<file path="src/rtl/vector_mem_streamer.sv">
// Reads a run of vector words from a synchronous-read data memory and
// serializes each word lane by lane onto a valid/ready byte stream.
module vector_mem_streamer #(
   parameter int unsigned vecSize      = 4,
   parameter int unsigned registerSize = 16,
   parameter int unsigned dataSize     = 8
) (
   input  logic                        clk,
   input  logic                        reset,
   input  logic                        start,
   input  logic [registerSize-1:0]     base_addr,
   input  logic [registerSize-1:0]     length,
   output logic [registerSize-1:0]     mem_addr,
   input  logic [vecSize*dataSize-1:0] mem_read_data,
   output logic [dataSize-1:0]         out_data,
   output logic                        out_valid,
   input  logic                        out_ready,
   output logic                        busy,
   output logic                        done
);

   localparam int unsigned laneW = (vecSize > 1) ? $clog2(vecSize) : 1;
   localparam int unsigned wordW = vecSize * dataSize;

   localparam logic [2:0] IDLE    = 3'd0;
   localparam logic [2:0] ISSUE   = 3'd1;
   localparam logic [2:0] CAPTURE = 3'd2;
   localparam logic [2:0] SEND    = 3'd3;
   localparam logic [2:0] FINISH  = 3'd4;

   localparam logic [laneW-1:0] lastLane = laneW'(vecSize - 1);

   logic [2:0]              state,    stateNext;
   logic [registerSize-1:0] addrCnt,  addrNext;
   logic [registerSize-1:0] wordCnt,  wordNext;
   logic [laneW-1:0]        laneCnt,  laneNext;
   logic [wordW-1:0]        holdReg,  holdNext;
   logic [registerSize-1:0] memAddrNext;
   logic [dataSize-1:0]     outDataNext;
   logic                    outValidNext, busyNext, doneNext;
   logic [laneW-1:0]        laneInc;
   logic [registerSize-1:0] addrInc;

   // State, counters and all outputs are registered
   always_ff @(posedge clk or posedge reset) begin
      if (reset) begin
         state     <= IDLE;
         addrCnt   <= '0;
         wordCnt   <= '0;
         laneCnt   <= '0;
         holdReg   <= '0;
         mem_addr  <= '0;
         out_data  <= '0;
         out_valid <= 1'b0;
         busy      <= 1'b0;
         done      <= 1'b0;
      end else begin
         state     <= stateNext;
         addrCnt   <= addrNext;
         wordCnt   <= wordNext;
         laneCnt   <= laneNext;
         holdReg   <= holdNext;
         mem_addr  <= memAddrNext;
         out_data  <= outDataNext;
         out_valid <= outValidNext;
         busy      <= busyNext;
         done      <= doneNext;
      end
   end

   // Next-state and next-output logic
   always_comb begin
      stateNext    = state;
      addrNext     = addrCnt;
      wordNext     = wordCnt;
      laneNext     = laneCnt;
      holdNext     = holdReg;
      memAddrNext  = mem_addr;
      outDataNext  = out_data;
      outValidNext = out_valid;
      busyNext     = busy;
      doneNext     = 1'b0;
      laneInc      = laneCnt + laneW'(1);
      addrInc      = addrCnt + registerSize'(vecSize);

      case (state)
         IDLE: begin
            if (start) begin
               addrNext  = base_addr;
               wordNext  = length;
               busyNext  = 1'b1;
               stateNext = ISSUE;
               // A zero-length run passes through ISSUE without touching memory
               if (length != '0) memAddrNext = base_addr;
            end
         end
         ISSUE: begin
            if (wordCnt == '0) begin
               stateNext = FINISH;
               busyNext  = 1'b0;
               doneNext  = 1'b1;
            end else begin
               stateNext = CAPTURE;
            end
         end
         CAPTURE: begin
            holdNext     = mem_read_data;
            laneNext     = '0;
            outDataNext  = mem_read_data[dataSize-1:0];
            outValidNext = 1'b1;
            stateNext    = SEND;
         end
         SEND: begin
            if (out_valid && out_ready) begin
               if (laneCnt == lastLane) begin
                  outValidNext = 1'b0;
                  wordNext     = wordCnt - registerSize'(1);
                  addrNext     = addrInc;
                  if (wordCnt == registerSize'(1)) begin
                     stateNext = FINISH;
                     busyNext  = 1'b0;
                     doneNext  = 1'b1;
                  end else begin
                     stateNext   = ISSUE;
                     memAddrNext = addrInc;
                  end
               end else begin
                  laneNext    = laneInc;
                  outDataNext = holdReg[32'(laneInc) * dataSize +: dataSize];
               end
            end
         end
         FINISH: begin
            stateNext = IDLE;
         end
         default: begin
            stateNext = IDLE;
         end
      endcase
   end

endmodule
</file>
<file path="config.mk">
export PLATFORM = sky130hd
export DESIGN_NAME = vector_mem_streamer
export DESIGN_NICKNAME = d
export VERILOG_FILES = /design/src/rtl/vector_mem_streamer.sv
export SDC_FILE = /design/constraint.sdc
export NUM_CORES = 1
export LEC_CHECK = 0
export CAP_MARGIN = 10
export CORE_MARGIN = 5
export CORE_UTILIZATION = 25
export DETAILED_ROUTE_END_ITERATION = 8
export GPL_TIMING_DRIVEN = 0
export PLACE_DENSITY_LB_ADDON = 0.3
export SETUP_SLACK_MARGIN = 0.3
export SYNTH_ARGS = -nofsm -noshare
export SYNTH_HDL_FRONTEND = slang
export SYNTH_SLANG_ARGS = --single-unit
</file>
<file path="constraint.sdc">
create_clock -name clk -period 5.15 [get_ports clk]
set_clock_uncertainty 0.05 [all_clocks]
set_input_delay 0.515 -clock clk [delete_from_list [all_inputs] [get_ports clk]]
set_output_delay 0.515 -clock clk [all_outputs]
set_load 0.01 [all_outputs]
</file>
==> results of run 1 <==
==> metrics by stage <==
stage,instances,power [mW]
5_1_grt,833,4.25
3_3_place_gp,816,3.23
2_1_floorplan,462,2.60
4_1_cts,833,3.99
6_report,833,3.94
3_5_place_dp,817,3.29
==> synth_stat cells, drive strengths merged, types with 2 or more instances <==
| master | n |
|---|---|
| dfrtp | 96 |
| mux2 | 58 |
| nand2 | 49 |
| nor2 | 42 |
| o21ai | 35 |
| a21oi | 31 |
| clkbuf | 28 |
| a31oi | 13 |
| nor3 | 11 |
| nand3 | 9 |
| mux4 | 8 |
| xor2 | 8 |
| nor4 | 6 |
| nand4 | 5 |
| o22a | 5 |
| buf | 4 |
| ha | 4 |
| inv | 4 |
| nor3b | 4 |
| a22oi | 3 |
| and3 | 3 |
| and4 | 3 |
| o21a | 3 |
| o2bb2ai | 3 |
| or4 | 3 |
| xnor2 | 3 |
| mux2i | 2 |
| nand2b | 2 |
| o211ai | 2 |
| o22ai | 2 |
| or4b | 2 |
==> worst max-delay path by stage <==
stage          slack (ns)  depth (start not counted)            to     start
2_1_floorplan        2.08                          1    addrCnt[0]     reset
3_3_place_gp         0.43                          2   holdReg[18]     reset
3_5_place_dp         1.82                          8  mem_addr[13]     start
4_1_cts              2.12                          7  mem_addr[13]  state[0]
5_1_grt              1.98                          7  mem_addr[14]  state[0]
6_report             2.15                          7  mem_addr[13]  state[0]
==> kinds of logic after synthesis <==
logic type | count (synthesis) | synth area share
fa+ha+maj | 4 | 0.0103
simple gates | 146 | 0.145
compound gates | 101 | 0.123
xor+xnor | 11 | 0.0199
buf+inv | 36 | 0.0290
mux | 68 | 0.176
flops | 96 | 0.497
==> power breakdown <==
part / internal [mW] / leakage (nW) / switching (mW)
logic: 0.921 / 1.19 / 0.946
clock network: 0.389 / 0.145 / 0.295
registers: 1.13 / 1.15 / 0.263
==> area by class of cell <==
class	instances	area share
plain buffers	32	0.0194
well taps	260	0.0506
clock inverters	5	0.00875
inverters	4	0.00272
multi-input cells	330	0.357
flip-flops and latches	96	0.373
repair buffers	95	0.151
clock buffers	11	0.0377
==> state kept, by name, summed over array words and instances, names as in the netlist <==
signal     count
busy           1
addrCnt       16
done           1
out_valid      1
wordCnt       16
holdReg       32
laneCnt        2
state          3
out_data       8
mem_addr      16
==> per-layer routing <==
layer,vias to the layer above,share of wire
met5,-,0.0013
met4,2,0.014
met3,16,0.068
met2,121,0.47
met1,1945,0.45
li1,1885,-
==> worst register-to-register path, delay by kind of cell (launching register included) <==
kind / cells / cell delay [ns]
buffers and inverters: 2 / 0.60
muxes: 1 / 0.36
DFF: 1 / 0.33
and+or+nand+nor: 1 / 0.41
AOI/OAI and AO/OA: 3 / 1.12
==> results.sh, run 1 <==
export IMPL_synth_ff_type="dfrtp_1"
export IMPL_whs_ns=0.454
export IMPL_synth_area_um2=4840
export IMPL_drc=0
export IMPL_ys_types=48
export IMPL_post_place_ws_ns=1.82
export IMPL_hpwlAfterDp_um=10200
export IMPL_grt_setup_unrepaired="no"
export IMPL_setup_violations=0
export IMPL_path_delay_family="compound AO/OA/AOI/OAI gates"
export IMPL_grt_pass1_wl_um=22100
export IMPL_syn_num_nets=534
export IMPL_ys_async_sr_fraction=1.00
export IMPL_num_antenna_cells=0
export IMPL_n_fill_cell=1960
export IMPL_vias=3969
export IMPL_crit_type="flip-flop to flip-flop"
export IMPL_regToRegStartpoint="state[0]"
export IMPL_final_antenna_net_count=0
export IMPL_path_clk_slew_ns=0.07
export IMPL_fin_crit_sh=0.582
export IMPL_io_pins=95
export IMPL_grt_max_degree=61
export IMPL_place_area_um2=6130
export IMPL_whs_endpoint="holdReg[31]"
export IMPL_post_synth_top_area_cell="dfrtp_1"
export IMPL_grt_overflow_total=0
export IMPL_relSlewSlack=0.276
export IMPL_whs_path_depth=1
export IMPL_ctsHoldBuffers=0
export IMPL_grt_usage=0.126
export IMPL_syn_to_final_growth_pct=33.0
export IMPL_powerDensity_nw_per_um2=613
export IMPL_holdCritPathClass="flip-flop to flip-flop"
export IMPL_cts_made_buffers=9
export IMPL_cp_required_ns=5.33
export IMPL_stdcell_area_um2=6430
export IMPL_ctsLongestPathBuffers=2
export IMPL_regToRegSetupSlack_ns=2.15
export IMPL_final_hold_viol_count=0
export IMPL_final_util=0.341
export IMPL_timing_rr_end="mem_addr[13]"
export IMPL_ys_seq_area_frac=0.497
export IMPL_grt_pass1_vias=4182
export IMPL_fin_tns_setup_ns=0
export IMPL_status="finished clean"
export IMPL_p_leak_nw=2.48
export IMPL_synthCells=462
export IMPL_worstSkewPairLatency_ns=0.35
export IMPL_wl_per_cell_um=16.7
export IMPL_post_cts_buffers=0
export IMPL_die_area_um2=22200
export IMPL_dr_pass1_iters=5
export IMPL_slew_viol_final=0
export IMPL_port_buffers=94
export IMPL_multi_input_area_um2=2300
export IMPL_core_area_um2=18900
export IMPL_clock_sinks=96
export IMPL_worstHoldStart="holdReg[31]"
export IMPL_layout_common_cells="dfrtp_1 (96), clkdlybuf4s50_1 (94), mux2_2 (58)"
export IMPL_h_tree_depth=3
export IMPL_die_w_um=149
export IMPL_setup_slack_ns=2.15
export IMPL_crit_arrival_ns=3.18
export IMPL_initial_utilization=0.256
export IMPL_grt_use_met1=0.161
export IMPL_fin_nets=640
export IMPL_layout_commonest_cell="dfrtp_1"
export IMPL_gr_usage_met3=0.0410
export IMPL_ctsResizeCount=0
export IMPL_cts_tree="done"
export IMPL_cp_max_fo=10
export IMPL_yosys_warnings=0
export IMPL_maxCapViolations=0
export IMPL_grt_busiest_layer="met2"
export IMPL_num_rows=50
export IMPL_worst_setup_path_end_kind="flip-flop"
export IMPL_via_per_inst=4.76
export IMPL_clock_root_buffer="clkbuf_16"
export IMPL_ys_ff_latch=96
export IMPL_gp_congestion=0.838
export IMPL_worstPathCellList="clkbuf_1, nand3b_1, o21ai_2, o21ai_1, a21oi_2, buf_4, mux2_2"
export IMPL_ff2ff_path_depth=7
export IMPL_grtUsageMet2=0.205
export IMPL_synth_edf_count=0
export IMPL_synth_top_area_frac=0.497
export IMPL_ir_drop_v=0.000221
export IMPL_drt_iter0_drc=259
export IMPL_post_route_min_period_ns=3.00
export IMPL_drive_above_1_share=0.157
export IMPL_drt_wl_total_um=13900
export IMPL_seq_area_um2=2400
export IMPL_synth_area_top_cells="dfrtp_1 (50%), mux2_2 (13%), nand2_1 (3.8%)"
export IMPL_cpPeakStageDelay_ns=0.53
export IMPL_antenna_found_initial=1
export IMPL_clock_fmax_mhz=334
export IMPL_tightest_slew_ns=1.08
export IMPL_die_h_um=149
export IMPL_cp_start_kind="flip-flop"
export IMPL_critical_path_buf_inv_count=2
export IMPL_syn_avg_cell_area_um2=10.5
export IMPL_cp_slowest_cell="o21ai_2"
No activity file was read; power rests on OpenSTA's default activity.
==> inputs of run 2 (changes only) <==
==> constraint.sdc (replaced) <==
create_clock -name clk -period 3.15 [get_ports clk]
set_clock_uncertainty 0.05 [all_clocks]
set_input_delay 0.315 -clock clk [delete_from_list [all_inputs] [get_ports clk]]
set_output_delay 0.315 -clock clk [all_outputs]
set_load 0.01 [all_outputs]
==> results.sh, run 2 (synthesis results as in run 1) <==
export IMPL_status="finished clean"
export IMPL_port_buffers=94
export IMPL_largest_reg_flops=32
export IMPL_cp_max_fo=10
export IMPL_cp_required_ns=3.34
export IMPL_wl_per_cell_um=16.8
export IMPL_die_w_um=149
export IMPL_grt_max_degree=44
export IMPL_antenna_found_initial=1
export IMPL_layout_common_cells="dfrtp_1 (96), clkdlybuf4s50_1 (94), mux2_2 (58)"
export IMPL_grt_overflow_total=0
export IMPL_dr_pass1_iters=4
export IMPL_cts_tree="done"
export IMPL_drive_above_1_share=0.171
export IMPL_holdCritPathClass="input pin to asynchronous set/reset pin"
export IMPL_cp_start_kind="flip-flop"
export IMPL_drt_wl_total_um=14100
export IMPL_clock_sinks=96
export IMPL_grt_pass1_wl_um=22900
export IMPL_maxCapViolations=0
export IMPL_grt_pass1_vias=4244
export IMPL_cts_made_buffers=9
export IMPL_clock_fmax_mhz=374
export IMPL_slew_viol_final=0
export IMPL_fin_tns_setup_ns=0
export IMPL_hpwlAfterDp_um=10200
export IMPL_cp_slowest_cell="or4b_1"
export IMPL_ir_drop_v=0.000373
export IMPL_tightest_slew_ns=1.01
export IMPL_fin_nets=645
export IMPL_num_rows=50
export IMPL_setup_violations=0
export IMPL_path_clk_slew_ns=0.07
export IMPL_fin_crit_sh=0.848
export IMPL_power_mw=6.53
export IMPL_num_antenna_cells=0
export IMPL_ctsLongestPathBuffers=2
export IMPL_p_leak_nw=2.52
export IMPL_final_antenna_net_count=0
export IMPL_drc=0
export IMPL_gp_congestion=0.827
export IMPL_die_area_um2=22200
export IMPL_powerDensity_nw_per_um2=1000
export IMPL_drt_iter0_drc=239
export IMPL_worstSkewPairLatency_ns=0.35
export IMPL_die_h_um=149
export IMPL_worstPathCellList="clkbuf_1, or4b_1, clkbuf_1, o21ai_4, o21ai_1, a21oi_4, buf_4, mux2_2"
export IMPL_core_area_um2=18900
export IMPL_critical_path_buf_inv_count=3
export IMPL_worst_setup_path_end_kind="flip-flop"
export IMPL_clock_root_buffer="clkbuf_16"
export IMPL_crit_arrival_ns=2.86
export IMPL_relSlewSlack=0.323
export IMPL_path_delay_family="buffers and inverters"
export IMPL_grt_setup_unrepaired="no"
export IMPL_io_pins=95
export IMPL_layout_commonest_cell="dfrtp_1"
export IMPL_post_route_min_period_ns=2.67
export IMPL_via_per_inst=4.75
export IMPL_final_hold_viol_count=0
export IMPL_crit_top_cell="clkbuf_1"
export IMPL_grt_usage=0.131
export IMPL_crit_type="flip-flop to flip-flop"
export IMPL_top_register="holdReg"
export IMPL_h_tree_depth=3
export IMPL_initial_utilization=0.256
export IMPL_cpPeakStageDelay_ns=0.54
export IMPL_vias=3984
export IMPL_syn_to_final_growth_pct=34.5
export IMPL_regToRegSetupSlack_ns=0.48
-- run 2: final timing paths --
| path | depth (start not counted) | start | end |
|---|---|---|---|
| setup / recovery | 8 | state[0] | mem_addr[12] |
| hold / removal | 2 | reset | done |
| setup reg to reg | 8 | state[0] | mem_addr[12] |
| hold reg to reg | 1 | wordCnt[12] | wordCnt[12] |
| max in group asynchronous | 3 | reset | holdReg[15] |
| min in group clk | 1 | wordCnt[12] | wordCnt[12] |
-- run 2: repair_timing --
item	in CTS	in global routing
pin swaps	0	1
buffers inserted	1	3
hold buffers	0	0
resized for setup	2	5
setup endpoints to repair	10	29
-- run 2: layer usage --
layer / wire [µm] / global-route usage / vias to the layer above
met5: 13 / 0 / -
met4: 214 / 0.0339 / 2
met3: 925 / 0.0453 / 16
met2: 6570 / 0.214 / 97
met1: 6350 / 0.168 / 1976
li1: - / - / 1893
-- run 2: per-stage QoR --
step | hold WS, ns | util | cell area [µm²] | cells | setup slack, ns
after floorplan | 0.407 | - | 4840 | 462 | 0.712
after global placement | 0.431 | 0.323 | 6110 | 816 | 0.0407
after detailed placement | 0.438 | 0.325 | 6150 | 818 | 0.0239
after CTS | 0.299 | 0.343 | 6480 | 835 | 0.431
after global routing | 0.338 | 0.344 | 6510 | 838 | 0.317
final | 0.287 | 0.344 | 6510 | 838 | 0.478
-- run 2: power breakdown --
| part | switching, mW | internal [mW] | leakage (nW) |
|---|---|---|---|
| combinational | 1.55 | 1.55 | 1.22 |
| clock | 0.507 | 0.641 | 0.153 |
| sequential | 0.440 | 1.84 | 1.15 |
-- run 2: worst register-to-register path, delay by kind of cell, from the launching register on --
kind	cells	cell delay, ns
simple gates	1	0.55
compound gates	3	0.58
flops	1	0.36
mux	1	0.35
buf+inv	3	0.67
-- run 2: area by class of cell --
class | count | area (µm²)
clock inverter | 6 | 66.3
inverter | 4 | 18.8
tap | 260 | 325
multi-input combinational | 330 | 2320
buffer | 32 | 128
sequential | 96 | 2400
fill | 1961 | 12400
clock buffer | 10 | 239
timing repair buffer | 100 | 1010
==> inputs of run 3 (changes only) <==
==> constraint.sdc (replaced) <==
create_clock -name clk -period 2.25 [get_ports clk]
set_clock_uncertainty 0.05 [all_clocks]
set_input_delay 0.225 -clock clk [delete_from_list [all_inputs] [get_ports clk]]
set_output_delay 0.225 -clock clk [all_outputs]
set_load 0.01 [all_outputs]
==> results.sh, run 3 (synthesis results as in run 1) <==
export IMPL_h_tree_depth=3
export IMPL_final_hold_viol_count=0
export IMPL_clock_root_buffer="clkbuf_16"
export IMPL_clock_sinks=96
export IMPL_status="finished with violations"
export IMPL_grt_max_degree=43
export IMPL_port_buffers=94
export IMPL_num_rows=50
export IMPL_cpPeakStageDelay_ns=0.56
export IMPL_setup_violations=16
export IMPL_grt_pass1_wl_um=23800
export IMPL_grt_overflow_total=0
export IMPL_drt_wl_total_um=15100
export IMPL_n_fill_cell=1840
export IMPL_io_pins=95
export IMPL_whs_ns=0.191
export IMPL_gp_congestion=0.824
export IMPL_tightest_slew_ns=0.655
export IMPL_wl_per_cell_um=17.4
export IMPL_ctsHoldBuffers=0
export IMPL_grt_busiest_layer="met2"
export IMPL_grt_usage=0.136
export IMPL_grtUsageMet2=0.219
export IMPL_final_antenna_net_count=0
export IMPL_setup_slack_ns=-0.146
export IMPL_crit_arrival_ns=2.64
export IMPL_num_antenna_cells=0
export IMPL_grt_pass1_vias=4435
export IMPL_largest_reg_flops=32
export IMPL_cts_tree="done"
export IMPL_drt_iter0_drc=259
export IMPL_dr_pass1_iters=4
export IMPL_layout_commonest_cell="dfrtp_1"
export IMPL_relSlewSlack=0.563
export IMPL_maxCapViolations=0
export IMPL_crit_top_cell="or4_4"
export IMPL_die_h_um=149
export IMPL_cp_start_kind="flip-flop"
export IMPL_cts_made_buffers=9
export IMPL_die_area_um2=22200
export IMPL_antenna_found_initial=0
export IMPL_cp_required_ns=2.49
export IMPL_core_area_um2=18900
export IMPL_grt_setup_unrepaired="yes"
export IMPL_slew_viol_final=0
export IMPL_seq_area_um2=2400
export IMPL_post_place_ws_ns=-0.601
export IMPL_path_clk_slew_ns=0.07
export IMPL_drive_above_1_share=0.305
export IMPL_holdCritPathClass="input pin to asynchronous set/reset pin"
export IMPL_regToRegSetupSlack_ns=-0.15
export IMPL_crit_type="flip-flop to flip-flop"
export IMPL_worst_setup_path_end_kind="flip-flop"
export IMPL_ctsLongestPathBuffers=2
export IMPL_powerDensity_nw_per_um2=1380
export IMPL_path_delay_family="simple AND/OR/NAND/NOR gates"
export IMPL_via_per_inst=4.82
export IMPL_syn_to_final_growth_pct=51.6
export IMPL_grt_use_met1=0.175
export IMPL_hpwlAfterDp_um=10300
export IMPL_die_w_um=149
export IMPL_top_register="holdReg"
export IMPL_worstSkewPairLatency_ns=0.35
export IMPL_cp_max_fo=3
export IMPL_final_util=0.388
export IMPL_violations="negative setup slack"
export IMPL_cp_slowest_cell="or4_4"
export IMPL_p_leak_nw=2.95
export IMPL_fin_crit_sh=1.06
export IMPL_multi_input_area_um2=2580
export IMPL_clock_fmax_mhz=417
export IMPL_layout_common_cells="dfrtp_1 (96), clkdlybuf4s50_1 (94), nand2_1 (49)"
export IMPL_fin_tns_setup_ns=-0.880
export IMPL_gr_usage_met3=0.0438
export IMPL_post_route_min_period_ns=2.40
export IMPL_critical_path_buf_inv_count=1
export IMPL_fin_nets=676
export IMPL_drc=0
export IMPL_initial_utilization=0.256
export IMPL_vias=4192
export IMPL_worstPathCellList="or4_4, or4_4, buf_6, or4b_4, a21oi_2, o22a_1"
export IMPL_ir_drop_v=0.000512
[run 3: cell count changes in the layout (fill, tap and decap cells not counted), moves of 9 or more]
cell and delta:
buf_4 +12, mux2_4 +24, o21ai_2 +11, buf_8 +9
clkbuf_1 -22, a21oi_1 -10, o21ai_0 -17, mux2_2 -24
buf_6 +11, a21oi_2 +10
[run 3: path summary, 6_finish.rpt]
check | start | endpoint | cells past startpoint
min in group clk | mem_read_data[3] | out_data[3] | 3
setup / recovery | wordCnt[1] | wordCnt[15] | 6
setup reg to reg | wordCnt[1] | wordCnt[15] | 6
hold reg to reg | holdReg[20] | holdReg[20] | 1
hold / removal | reset | done | 2
max in group asynchronous | reset | holdReg[21] | 4
[run 3: what timing repair did]
action | in CTS | in global routing
endpoints found under the setup margin | 92 | 85
pin swaps | 19 | 13
gates resized for setup | 119 | 41
gates cloned | 4 | 1
setup buffers | 24 | 6
[run 3: power by group]
group	switching, mW	internal, mW
Clock	0.710	0.865
Sequential	0.646	2.58
Combinational	2.50	2.81
[run 3: cell type report]
cell class                      count  share of cell area
Multi-Input combinational cell    330               0.352
Sequential cell                    96               0.327
Timing Repair Buffer              131               0.190
Tap cell                          260              0.0443
Buffer                             32              0.0430
Clock buffer                        9              0.0307
Clock inverter                      7             0.00972
Inverter                            4             0.00256
[run 3: routing by layer]
| metal | wire [µm] | part of all wire | up-vias |
|---|---|---|---|
| met5 | 0 | 0 | - |
| met3 | 1050 | 0.070 | 17 |
| li1 | - | - | 1959 |
| met1 | 6640 | 0.44 | 2095 |
| met2 | 7200 | 0.48 | 121 |
| met4 | 229 | 0.015 | 0 |
[run 3: through the flow]
stage               area [µm²]  std cells  power, mW
floorplan                 4880        462       5.99
global placement          6150        816       7.43
detailed placement        6190        818       7.56
CTS                       7180        862       9.99
global route              7340        869       10.8
finish                    7340        869       10.1
